===== src/rtl/seq_alu.sv =====
// seq_alu: multi-cycle execute-stage ALU.
// Single-cycle logic/arithmetic/compare ops finish one clock after acceptance.
// Multi-bit shifts step one bit per clock behind a start/ready/done handshake.
// Carry and compare flags persist in registers between instructions.
// Optional feature: define SEQ_ALU_MUL_EN to build the iterative radix-2
// multiplier on opcode 10 (MUL state, accumulator and result_hi driver).
// Without it, opcode 10 is an unused opcode and result_hi is tied to zero.

module seq_alu #(
  parameter int WIDTH = 8,
  parameter int CNTW  = $clog2(WIDTH) + 1
) (
  input  logic             clk,
  input  logic             rst_n,
  input  logic             start,
  input  logic [3:0]       op,
  input  logic [WIDTH-1:0] in_a,
  input  logic [WIDTH-1:0] in_b,
  input  logic             use_carry,
  output logic             ready,
  output logic             done,
  output logic [WIDTH-1:0] result,
  output logic [WIDTH-1:0] result_hi,
  output logic             carry_q,
  output logic [1:0]       cmp_flag
);

  // Operation codes
  localparam logic [3:0] OP_AND  = 4'd0;
  localparam logic [3:0] OP_OR   = 4'd1;
  localparam logic [3:0] OP_ADD  = 4'd2;
  localparam logic [3:0] OP_SUB  = 4'd3;
  localparam logic [3:0] OP_XOR  = 4'd4;
  localparam logic [3:0] OP_MOVB = 4'd5;
  localparam logic [3:0] OP_MOVA = 4'd6;
  localparam logic [3:0] OP_CMP  = 4'd7;
  localparam logic [3:0] OP_SHL  = 4'd8;
  localparam logic [3:0] OP_SHR  = 4'd9;
`ifdef SEQ_ALU_MUL_EN
  localparam logic [3:0] OP_MUL  = 4'd10;
`endif
  localparam logic [3:0] OP_CLRC = 4'd11;

  // Compare flag encodings
  localparam logic [1:0] CMP_NONE = 2'b11;
  localparam logic [1:0] CMP_EQ   = 2'b10;
  localparam logic [1:0] CMP_GT   = 2'b01;
  localparam logic [1:0] CMP_LT   = 2'b00;

  // Step counter constants
  localparam logic [CNTW-1:0] CNT_FULL = CNTW'(WIDTH);
  localparam logic [CNTW-1:0] CNT_ONE  = CNTW'(1);

`ifdef SEQ_ALU_MUL_EN
  typedef enum logic [1:0] {IDLE = 2'd0, SHIFT = 2'd1, MUL = 2'd2} state_t;
`else
  typedef enum logic [1:0] {IDLE = 2'd0, SHIFT = 2'd1} state_t;
`endif

  state_t state_q;
  state_t state_d;

  // Iteration state
  logic [CNTW-1:0]  cnt_q;
  logic [WIDTH-1:0] work_q;
  logic             shl_q;
  logic             uc_q;

  // Acceptance decode
  logic             accept;
  logic [CNTW-1:0]  raw_n;
  logic [CNTW-1:0]  shift_n;
  logic             is_shift_op;
  logic             start_shift;
  logic             last_step;
  logic             finish_other;

  // Shift step datapath
  logic             fill;
  logic             shift_out;
  logic [WIDTH-1:0] shifted;

  // Single-cycle datapath
  logic [WIDTH:0]   add_sum;
  logic [WIDTH:0]   sub_sum;
  logic [WIDTH-1:0] sc_result;
  logic             sc_carry;
  logic [1:0]       sc_cmp;

`ifdef SEQ_ALU_MUL_EN
  logic             start_mul;
  logic [WIDTH-1:0] mcand_q;
  logic [WIDTH-1:0] mul_hi_q;
  logic [WIDTH:0]   mul_sum;
  logic [WIDTH-1:0] mul_hi_d;
  logic [WIDTH-1:0] mul_lo_d;
`endif

  assign accept      = start && ready;
  assign raw_n       = in_b[CNTW-1:0];
  assign shift_n     = (raw_n > CNT_FULL) ? CNT_FULL : raw_n;
  assign is_shift_op = (op == OP_SHL) || (op == OP_SHR);
  assign start_shift = accept && is_shift_op && (shift_n != '0);
  assign last_step   = (cnt_q == CNT_ONE);

`ifdef SEQ_ALU_MUL_EN
  assign start_mul    = accept && (op == OP_MUL);
  assign finish_other = ((state_q == IDLE) && accept && !start_shift && !start_mul) ||
                        ((state_q == SHIFT) && last_step);
`else
  assign finish_other = ((state_q == IDLE) && accept && !start_shift) ||
                        ((state_q == SHIFT) && last_step);
`endif

  // One shift step; with use_carry the old carry is the fill, giving rotate-through-carry
  always_comb begin
    fill = uc_q ? carry_q : 1'b0;
    if (shl_q) begin
      shift_out = work_q[WIDTH-1];
      shifted   = {work_q[WIDTH-2:0], fill};
    end else begin
      shift_out = work_q[0];
      shifted   = {fill, work_q[WIDTH-1:1]};
    end
  end

`ifdef SEQ_ALU_MUL_EN
  // One shift-add multiply step: work_q holds the unconsumed multiplier bits, LSB first
  always_comb begin
    mul_sum  = {1'b0, mul_hi_q} + (work_q[0] ? {1'b0, mcand_q} : {(WIDTH+1){1'b0}});
    mul_hi_d = mul_sum[WIDTH:1];
    mul_lo_d = {mul_sum[0], work_q[WIDTH-1:1]};
  end
`endif

  assign add_sum = {1'b0, in_a} + {1'b0, in_b} + {{WIDTH{1'b0}}, use_carry & carry_q};
  assign sub_sum = {1'b0, in_a} + {1'b0, ~in_b} + {{WIDTH{1'b0}}, (use_carry ? carry_q : 1'b1)};

  // Results of the ops that finish in one clock; shifts only reach here with a zero count
  always_comb begin
    sc_result = result;
    sc_carry  = carry_q;
    sc_cmp    = CMP_NONE;
    case (op)
      OP_AND:  begin sc_result = in_a & in_b; sc_carry = 1'b0; end
      OP_OR:   begin sc_result = in_a | in_b; sc_carry = 1'b0; end
      OP_XOR:  begin sc_result = in_a ^ in_b; sc_carry = 1'b0; end
      OP_ADD:  begin sc_result = add_sum[WIDTH-1:0]; sc_carry = add_sum[WIDTH]; end
      OP_SUB:  begin sc_result = sub_sum[WIDTH-1:0]; sc_carry = sub_sum[WIDTH]; end
      OP_MOVB: begin sc_result = in_b; sc_carry = 1'b0; end
      OP_MOVA: begin sc_result = in_a; sc_carry = 1'b0; end
      OP_CMP: begin
        if (in_a == in_b)     sc_cmp = CMP_EQ;
        else if (in_a > in_b) sc_cmp = CMP_GT;
        else                  sc_cmp = CMP_LT;
      end
      OP_SHL, OP_SHR: sc_result = in_a;
      OP_CLRC: sc_carry = 1'b0;
      default: begin sc_result = {WIDTH{1'b1}}; sc_carry = 1'b0; end
    endcase
  end

  // State register
  always_ff @(posedge clk or negedge rst_n) begin
    if (!rst_n) state_q <= IDLE;
    else        state_q <= state_d;
  end

  // Next-state logic: leave IDLE only for iterative ops, return after the final step
  always_comb begin
    state_d = state_q;
    case (state_q)
      IDLE: begin
        if (start_shift) state_d = SHIFT;
`ifdef SEQ_ALU_MUL_EN
        else if (start_mul) state_d = MUL;
`endif
      end
      SHIFT: if (last_step) state_d = IDLE;
`ifdef SEQ_ALU_MUL_EN
      MUL: if (last_step) state_d = IDLE;
`endif
      default: state_d = IDLE;
    endcase
  end

  // Output logic: the unit accepts work only when idle
  always_comb begin
    ready = (state_q == IDLE);
  end

  // Datapath registers: operand capture, per-step updates and result/flag write-back
  always_ff @(posedge clk or negedge rst_n) begin
    if (!rst_n) begin
      cnt_q    <= '0;
      work_q   <= '0;
      shl_q    <= 1'b0;
      uc_q     <= 1'b0;
      result   <= '0;
      carry_q  <= 1'b0;
      cmp_flag <= CMP_NONE;
      done     <= 1'b0;
    end else begin
      done <= 1'b0;
      case (state_q)
        IDLE: begin
          if (start_shift) begin
            cnt_q  <= shift_n;
            work_q <= in_a;
            shl_q  <= (op == OP_SHL);
            uc_q   <= use_carry;
          end
`ifdef SEQ_ALU_MUL_EN
          else if (start_mul) begin
            cnt_q  <= CNT_FULL;
            work_q <= in_b;
          end
`endif
          else if (accept) begin
            result   <= sc_result;
            carry_q  <= sc_carry;
            cmp_flag <= sc_cmp;
            done     <= 1'b1;
          end
        end
        SHIFT: begin
          work_q  <= shifted;
          carry_q <= shift_out;
          cnt_q   <= cnt_q - CNT_ONE;
          if (last_step) begin
            result   <= shifted;
            cmp_flag <= CMP_NONE;
            done     <= 1'b1;
          end
        end
`ifdef SEQ_ALU_MUL_EN
        MUL: begin
          work_q <= mul_lo_d;
          cnt_q  <= cnt_q - CNT_ONE;
          if (last_step) begin
            result   <= mul_lo_d;
            carry_q  <= 1'b0;
            cmp_flag <= CMP_NONE;
            done     <= 1'b1;
          end
        end
`endif
        default: ;
      endcase
    end
  end

`ifdef SEQ_ALU_MUL_EN
  // Multiplier accumulator and upper product half; other completions clear result_hi
  always_ff @(posedge clk or negedge rst_n) begin
    if (!rst_n) begin
      mcand_q   <= '0;
      mul_hi_q  <= '0;
      result_hi <= '0;
    end else begin
      if (start_mul) begin
        mcand_q  <= in_a;
        mul_hi_q <= '0;
      end else if (state_q == MUL) begin
        mul_hi_q <= mul_hi_d;
        if (last_step) result_hi <= mul_hi_d;
      end
      if (finish_other) result_hi <= '0;
    end
  end
`else
  logic unused_finish;
  assign unused_finish = finish_other;
  assign result_hi     = '0;
`endif

endmodule

===== config.mk =====
export PLATFORM = sky130hd
export DESIGN_NAME = seq_alu
export DESIGN_NICKNAME = d
export VERILOG_FILES = /design/src/rtl/seq_alu.sv
export SDC_FILE = /design/constraint.sdc
export NUM_CORES = 1
export LEC_CHECK = 0
export BUFFER_PORTS_ARGS = -buffer_cell sky130_fd_sc_hd__buf_4
export CAP_MARGIN = 20
export CORE_MARGIN = 2
export CORE_UTILIZATION = 58
export CTS_BUF_LIST = sky130_fd_sc_hd__clkbuf_8
export DETAILED_ROUTE_END_ITERATION = 12
export PLACE_DENSITY = 0.82
export SETUP_SLACK_MARGIN = 0.1
export SYNTH_ARGS = -nofsm -noshare
export SYNTH_HDL_FRONTEND = slang
export SYNTH_SLANG_ARGS = --single-unit

===== constraint.sdc =====
create_clock -name clk -period 2.65 [get_ports clk]
set_input_delay 0.3975 -clock clk [delete_from_list [all_inputs] [get_ports clk]]
set_output_delay 0.3975 -clock clk [all_outputs]
set_load 0.01 [all_outputs]

# After elaboration in Yosys (flattened, before gate mapping)
# Index checks and enable logic that the tools add are counted.
# word_totals
rom_bits	0
mem_count	0
in_bits	24
ram_bits	0
ff_bits	28
latch_bits	0
# op_classes
eq_ne	19
n_reduce_logical	17
bitwise	5
div	0
add_sub_neg	5
mul	0
mux	32
order_cmp	2
shifts	0
# ops
op	count
one-hot mux 8 bit (8 select lines)	1
two-way mux 8 bit	5
one-hot mux 8 bit (2 select lines)	2
adder 8 x 8 -> 9 bit	2
adder 9 x 1 -> 9 bit	2
== test 4 x 3 -> 1 bit, second input constant	4
two-way mux 2 bit	7
== test 4 bit, second input constant	3
two-way mux 1 bit	9
AND 8 bit	1
== test 4 x 1 -> 1 bit, second input constant	2
== test 4 x 2 -> 1 bit, second input constant	2
== test 8 bit	1
> comparator 8 bit	1
two-way mux 4 bit	2
!= test 2 bit, second input constant	4
NOT 8 bit	1
OR 8 bit	1
one-hot mux 2 bit (2 select lines)	2
one-hot mux 4 bit (2 select lines)	1
AND reduction 4 bit	2
XOR 8 bit	1
AND reduction 2 bit	3
OR reduction 3 bit	2
other kinds (15)	19

# Longest topological paths before layout
# Gate-level depths: netlist of run 1.
# depth
ltp_word	7
ltp_mapped	10
ltp_nobuf	10

# Least setup slack after synthesis of run 1
# Ideal clock, no wire load.
# synth_timing
path_type	register -> register
start	reg carry_q
end	reg carry_q
t_arrival_ns	2.118
setup_slack_ns	0.386
required_ns	2.504
path_buffers	0
path_stages_with_launch	11
path_cell_list	dfrtp_1 -> and2_1 -> fa_1 -> inv_1 -> fa_1 -> nor2b_1 -> o211ai_1 -> a21oi_1 -> o2111a_1 -> nor4_1 -> a221oi_1
# synth_between
elab_chain_cells	6
# synth_rtl
element	line	rtl
start: declaration	24	output logic carry_q,
start signal: assignment	221	carry_q <= sc_carry;
start signal: assignment	228	carry_q <= shift_out;
two-way mux 1 bit / AND 1 bit (equally long branches)	137, 136	
adder 9 x 1 -> 9 bit, on equally long branches	137, 136	
one-hot mux 1 bit (3 select lines) *	144	case (op)
two-way mux 1 bit *	219	else if (accept) begin
two-way mux 1 bit *	207	if (start_shift) begin
one-hot mux 1 bit (2 select lines) *	205	case (state_q)
# Every way passes the cells marked *; elsewhere a longest branch is shown, timed or not. The select of a mux whose other input is x is not followed.
# A chain may end at the register's enable or synchronous reset.

# Final worst setup path of run 1
# Ends and elaborated chain as after synthesis.

==> results of run 1 <==
==> sequential cells by signal, indices dropped and copies added (netlist names) <==
signal and cells:
done 1, cmp_flag 2, cnt_q 4, work_q 8, shl_q 1, result 8, state_q 1, uc_q 1
carry_q 1
==> final timing paths <==
path,from,endpoint,cells past startpoint
min in group clk,use_carry,uc_q,3
worst max register to register,carry_q,carry_q,10
worst min-delay path,rst_n,result[1],1
max in group asynchronous,rst_n,cmp_flag[1],1
worst max-delay path,carry_q,carry_q,10
worst min register to register,result[1],result[1],2
==> kinds of logic after synthesis <==
kind of cell / share of synthesized area [%]
muxes: 7.43
other: 0.122
adders and majority gates: 14.9
AOI/OAI and AO/OA: 26.4
xor gates and xnor gates: 1.43
DFF: 22.1
buffers and inverters: 8.49
and+or+nand+nor: 19.2
==> per-stage QoR <==
| stage | std cells | total power [mW] | area [um^2] |
|---|---|---|---|
| 2_1_floorplan | 387 | 1.64 | 3090 |
| 3_3_place_gp | 470 | 2.07 | 3360 |
| 3_5_place_dp | 470 | 2.12 | 3360 |
| 4_1_cts | 474 | 2.37 | 3400 |
| 5_1_grt | 476 | 2.58 | 3440 |
| 6_report | 476 | 2.42 | 3440 |
==> per-layer routing <==
layer / global-route usage [%] / vias up
met5: 0 / -
met4: 11.6 / 0
met3: 4.00 / 20
met2: 49.1 / 177
met1: 43.0 / 1443
li1: - / 1409
==> cell usage in the layout, fill, tap and decap left out, drive strengths merged, types with 8 or more instances in the layout <==
cell    instances
inv            28
a21oi          27
nor2           26
o21ai          23
dfrtp          25
nand2          34
a31oi          13
a211oi          9
mux2i          16
conb            8
nor3           14
ha             30
nand2b          9
buf            46
==> final cells by class <==
| type | count | area [um^2] |
|---|---|---|
| Timing Repair Buffer | 46 | 345 |
| Fill cell | 443 | 1670 |
| Sequential cell | 27 | 678 |
| Clock buffer | 3 | 41.3 |
| Clock inverter | 1 | 7.51 |
| Tap cell | 70 | 87.6 |
| Multi-Input combinational cell | 301 | 2170 |
| Inverter | 28 | 105 |
==> repair_timing <==
| action | CTS | global route |
|---|---|---|
| endpoints found under the hold margin | 0 | 0 |
| resized for setup | 0 | 5 |
| endpoints found under the setup margin | 0 | 2 |
| setup buffers | 0 | 2 |
==> power by group <==
| part | internal [mW] | leakage [nW] | switching, mW |
|---|---|---|---|
| Clock | 0.107 | 0.0217 | 0.134 |
| Sequential | 0.606 | 0.307 | 0.177 |
| Combinational | 0.608 | 1.16 | 0.785 |
==> reports/summary.txt, run 1 <==
outcome = complete, no violations
Initial DRC Count = 373
die height = 76.7 um
Core Rows = 26
hold_buf cts = 0
number of antenna violations at the first check in global routing = 0
WL/cell = 19.0 um
static leakage = 1.49 nW
top cells by area, synth = dfrtp_1, ha_1, mux2i_1
layout cells sized above 1 = 17.0%
Initial Util = 60.0%
main flop type after synthesis = dfrtp_1
CP dominant cell by count = fa_2
Sink Count = 27
Layout area overhead = 12.1%
IO Pins = 45
endpoints failing hold = 0
area leader, netlist = dfrtp_1
pre-CTS setup slack = 0.151 ns
area of the mapped netlist = 3070 um^2
total negative slack = 0 ns
CTS root buf = clkbuf_8
critical path class = flip-flop to flip-flop
critical path's slowest cell = dfrtp_1
met1 wire length = 3.80 mm
final worst slack = 0.215 ns
HPWL Detailed = 6.77 mm
CP startpoint kind = flip-flop
total global-route track usage = 30.9%
total CTS buffers = 3
Worst path top cell family by delay = compound AO/OA/AOI/OAI gates
Antenna diodes = 0
post-synth cell types = 62
most frequent cell after synthesis = nand2_1
Max Root-Sink Buffers = 2
drt drc = 0
Die ar. = 5890 um^2
Peak VDD IR = 0.000481 V
worst-path cell chain = and2_1, fa_2, inv_1, fa_2, nor2b_1, o211ai_1, a21oi_2, o2111a_1, nor4_2, a221oi_1
final core utilization = 67.3%
Seq/Total Area, Yosys = 22.1%
htree depth = 1
critical path's largest stage delay = 0.44 ns
final wirelength = 9.05 mm
Skew-Pair Late Insertion Delay = 0.28 ns
synth warn = 0
Pwr Density = 703 nW/um^2
final slew viol count = 0
met3 WL post-DR = 859 um
HP Class = primary input to async pin
global route overflow = 0
Layout Skew = 0.00458 ns
maximum fanout along the worst path = 3
CP Data Required Time = 2.80 ns
PortBufs = 36
RSZ-0062 raised after global routing = false
Setup violations, final = 0
number of detailed-route iterations in the first pass = 5
number of synthesized register bits = 27
reg-to-reg slack, setup = 0.22 ns
Worst Tran Pin Value = 0.555 ns
fmax = 411 MHz
final net count = 465
Syn Area/Cell = 8.07 um^2
period utilization = 91.9%
Post-Syn Instances = 380
vias in the first global route = 2894
Arr. time, crit path = 2.58 ns
Post-synth top cells = nand2_1, ha_1, inv_1, a21oi_1
largest net degree at the start of global routing = 30
first-pass GRT wire length = 14.7 mm
Clock transition at path regs = 0.10 ns
hold slack = 0.0271 ns
share of the synthesized area in the top cell type = 20.4%
Worst Setup End Kind = flip-flop
antenna-violating nets left = 0
Vias = 3049
drt via density = 6.41
Synth async-reset ratio = 100%
Final GP Congestion = 0.962
worst path bufs/invs = 1
highest metal used = met4
CTS tree = done
Final Critical Period = 2.43 ns
Slew headroom = 62.7%
met2 WL = 4.17 mm
Core ar. = 5110 um^2
Post-synth EDFFs = 0
Die W = 76.7 um
Max Cap Violations = 0
(Power assumes the default switching activity.)
==> run 2: changes to the inputs <==
--- a/config.mk
+++ b/config.mk
@@ -11,7 +11,7 @@
 export CORE_UTILIZATION = 58
 export CTS_BUF_LIST = sky130_fd_sc_hd__clkbuf_8
 export DETAILED_ROUTE_END_ITERATION = 12
-export PLACE_DENSITY = 0.82
+export PLACE_DENSITY = 0.81
 export SETUP_SLACK_MARGIN = 0.1
 export SYNTH_ARGS = -nofsm -noshare
 export SYNTH_HDL_FRONTEND = slang
==> run 2 against run 1 <==
Wire length is 0.76% lower. Setup slack better by 0.0020 ns. Sequential share of layout area grew 0.17 points. Power shrank 3.2%. Global-route usage about the same. Final area down 0.66%. Critical path depth is the same. Non-clock buffer count shrank 2. Critical endpoint unchanged. Fmax about the same. Register-to-register slack about the same. Hold slack got worse by 0.015 ns.
==> reports/summary.txt, run 2 (synthesis gave the netlist of run 1 again) <==
Core ar. = 5110 um^2
fill count = 447
IO Pins = 45
Initial DRC Count = 344
htree depth = 1
number of detailed-route iterations in the first pass = 5
Post-DP Area = 3360 um^2
critical path's slowest cell = dfrtp_2
CP dominant cell by count = fa_2
antenna-violating nets left = 0
HP Class = primary input to async pin
Pwr Density = 685 nW/um^2
critical path's largest stage delay = 0.46 ns
PortBufs = 36
final instance area = 3410 um^2
Layout area overhead = 11.3%
Setup violations, final = 0
total negative slack = 0 ns
most frequent cells in the layout = buf_4, nand2_1, ha_1
Final Critical Period = 2.43 ns
endpoints failing hold = 0
total CTS buffers = 3
area of the multi-input gates = 2170 um^2
number of antenna violations at the first check in global routing = 0
pre-CTS setup slack = 0.145 ns
RSZ-0062 raised after global routing = true
fmax = 411 MHz
CP Data Required Time = 2.80 ns
maximum fanout along the worst path = 5
final worst slack = 0.217 ns
period utilization = 91.8%
Core Rows = 26
Register Area = 679 um^2
vias in the first global route = 2871
critical path class = flip-flop to flip-flop
CP startpoint kind = flip-flop
Worst Tran Pin Value = 0.732 ns
worst-path cell chain = and2_1, fa_2, inv_1, fa_2, nor2b_1, o211ai_1, a21oi_1, o2111a_1, nor4_1, a221oi_1
postcts setup bufs = 0
Slew headroom = 51.0%
Max Root-Sink Buffers = 2
total global-route track usage = 30.9%
outcome = complete, no violations
CTS root buf = clkbuf_8
Antenna diodes = 0
final wirelength = 8.98 mm
total power = 2.34 mW
Skew-Pair Late Insertion Delay = 0.28 ns
first-pass GRT wire length = 14.5 mm
Vias = 3071
most common cell after layout, fill and taps aside = buf_4
final net count = 463
static leakage = 1.48 nW
Final GP Congestion = 0.943
largest net degree at the start of global routing = 30
drt drc = 0
Clock transition at path regs = 0.09 ns
Layout Skew = 0.00362 ns
Die ar. = 5890 um^2
final slew viol count = 0
Initial Util = 60.0%
WL/cell = 19.0 um
Worst Setup End Kind = flip-flop
Largest regs = result: 8 flops, work_q: 8 flops, cnt_q: 4 flops
Peak VDD IR = 0.000442 V
global route overflow = 0
CTS tree = done
die height = 76.7 um
HPWL Detailed = 6.79 mm
Sink Count = 27
drt via density = 6.48
Die W = 76.7 um
Max Cap Violations = 0
layout cells sized above 1 = 16.6%
Arr. time, crit path = 2.58 ns
run 2: changes by cell type in the layout (fill, tap and decap cells not counted), sizes merged:
cell,previous run,this run
buf,46,44
inv,28,29
clkinvlp,1,0
run 2: worst max-delay path, delay by kind of cell (launching register included):
family          cells  cell delay, ns
flops               1            0.46
compound gates      4            0.67
buf+inv             1            0.10
simple gates        3            0.47
fa+ha+maj           2            0.59
run 2: final cells by class:
cell class / instances / share of cell area (%)
multi-input combinational: 301 / 63.5
clock buffer: 3 / 1.21
clock inverter: 1 / 0.110
sequential: 27 / 19.9
inverter: 28 / 3.08
timing repair buffer: 44 / 9.67
tap: 70 / 2.57
run 2: per-layer routing:
| metal | wire length (um) | track usage [%] | share of wire, % |
|---|---|---|---|
| met5 | 0 | 0 | 0 |
| met4 | 293 | 12.4 | 3.3 |
| met3 | 759 | 4.59 | 8.4 |
| met2 | 4230 | 49.6 | 47 |
| met1 | 3700 | 41.9 | 41 |
run 2: path summary, 6_finish.rpt:
| kind | cells after the start | end | slack, ns | from |
|---|---|---|---|---|
| worst max register to register | 10 | carry_q | 0.22 | carry_q |
| min in group clk | 3 | uc_q | 0.33 | use_carry |
| max in group asynchronous | 1 | cmp_flag[1] | 2.33 | rst_n |
| worst min-delay path | 1 | result[0] | 0.01 | rst_n |
| worst min register to register | 2 | uc_q | 0.49 | uc_q |
| worst max-delay path | 10 | carry_q | 0.22 | carry_q |
run 2: timing repair:
item                                    CTS  global route
endpoints found under the hold margin     0             0
gates resized for setup                   0             7
endpoints found under the setup margin    0             3
hold buffers                              0             0
run 2: per-stage QoR:
| step | hold slack [ns] | instances | utilization (%) |
|---|---|---|---|
| 2_1_floorplan | 0.102 | 387 | - |
| 3_3_place_gp | 0.332 | 470 | 65.7 |
| 4_1_cts | 0.0296 | 474 | 66.6 |
| 3_5_place_dp | 0.334 | 470 | 65.7 |
| 6_report | 0.0122 | 474 | 66.9 |
| 5_1_grt | 0.0385 | 474 | 66.9 |
run 2: report_power, final:
group / internal [mW] / switching (mW) / total [mW]
logic: 0.583 / 0.727 / 1.31
clock network: 0.104 / 0.138 / 0.242
registers: 0.607 / 0.180 / 0.787
total: 1.29 / 1.04 / 2.34
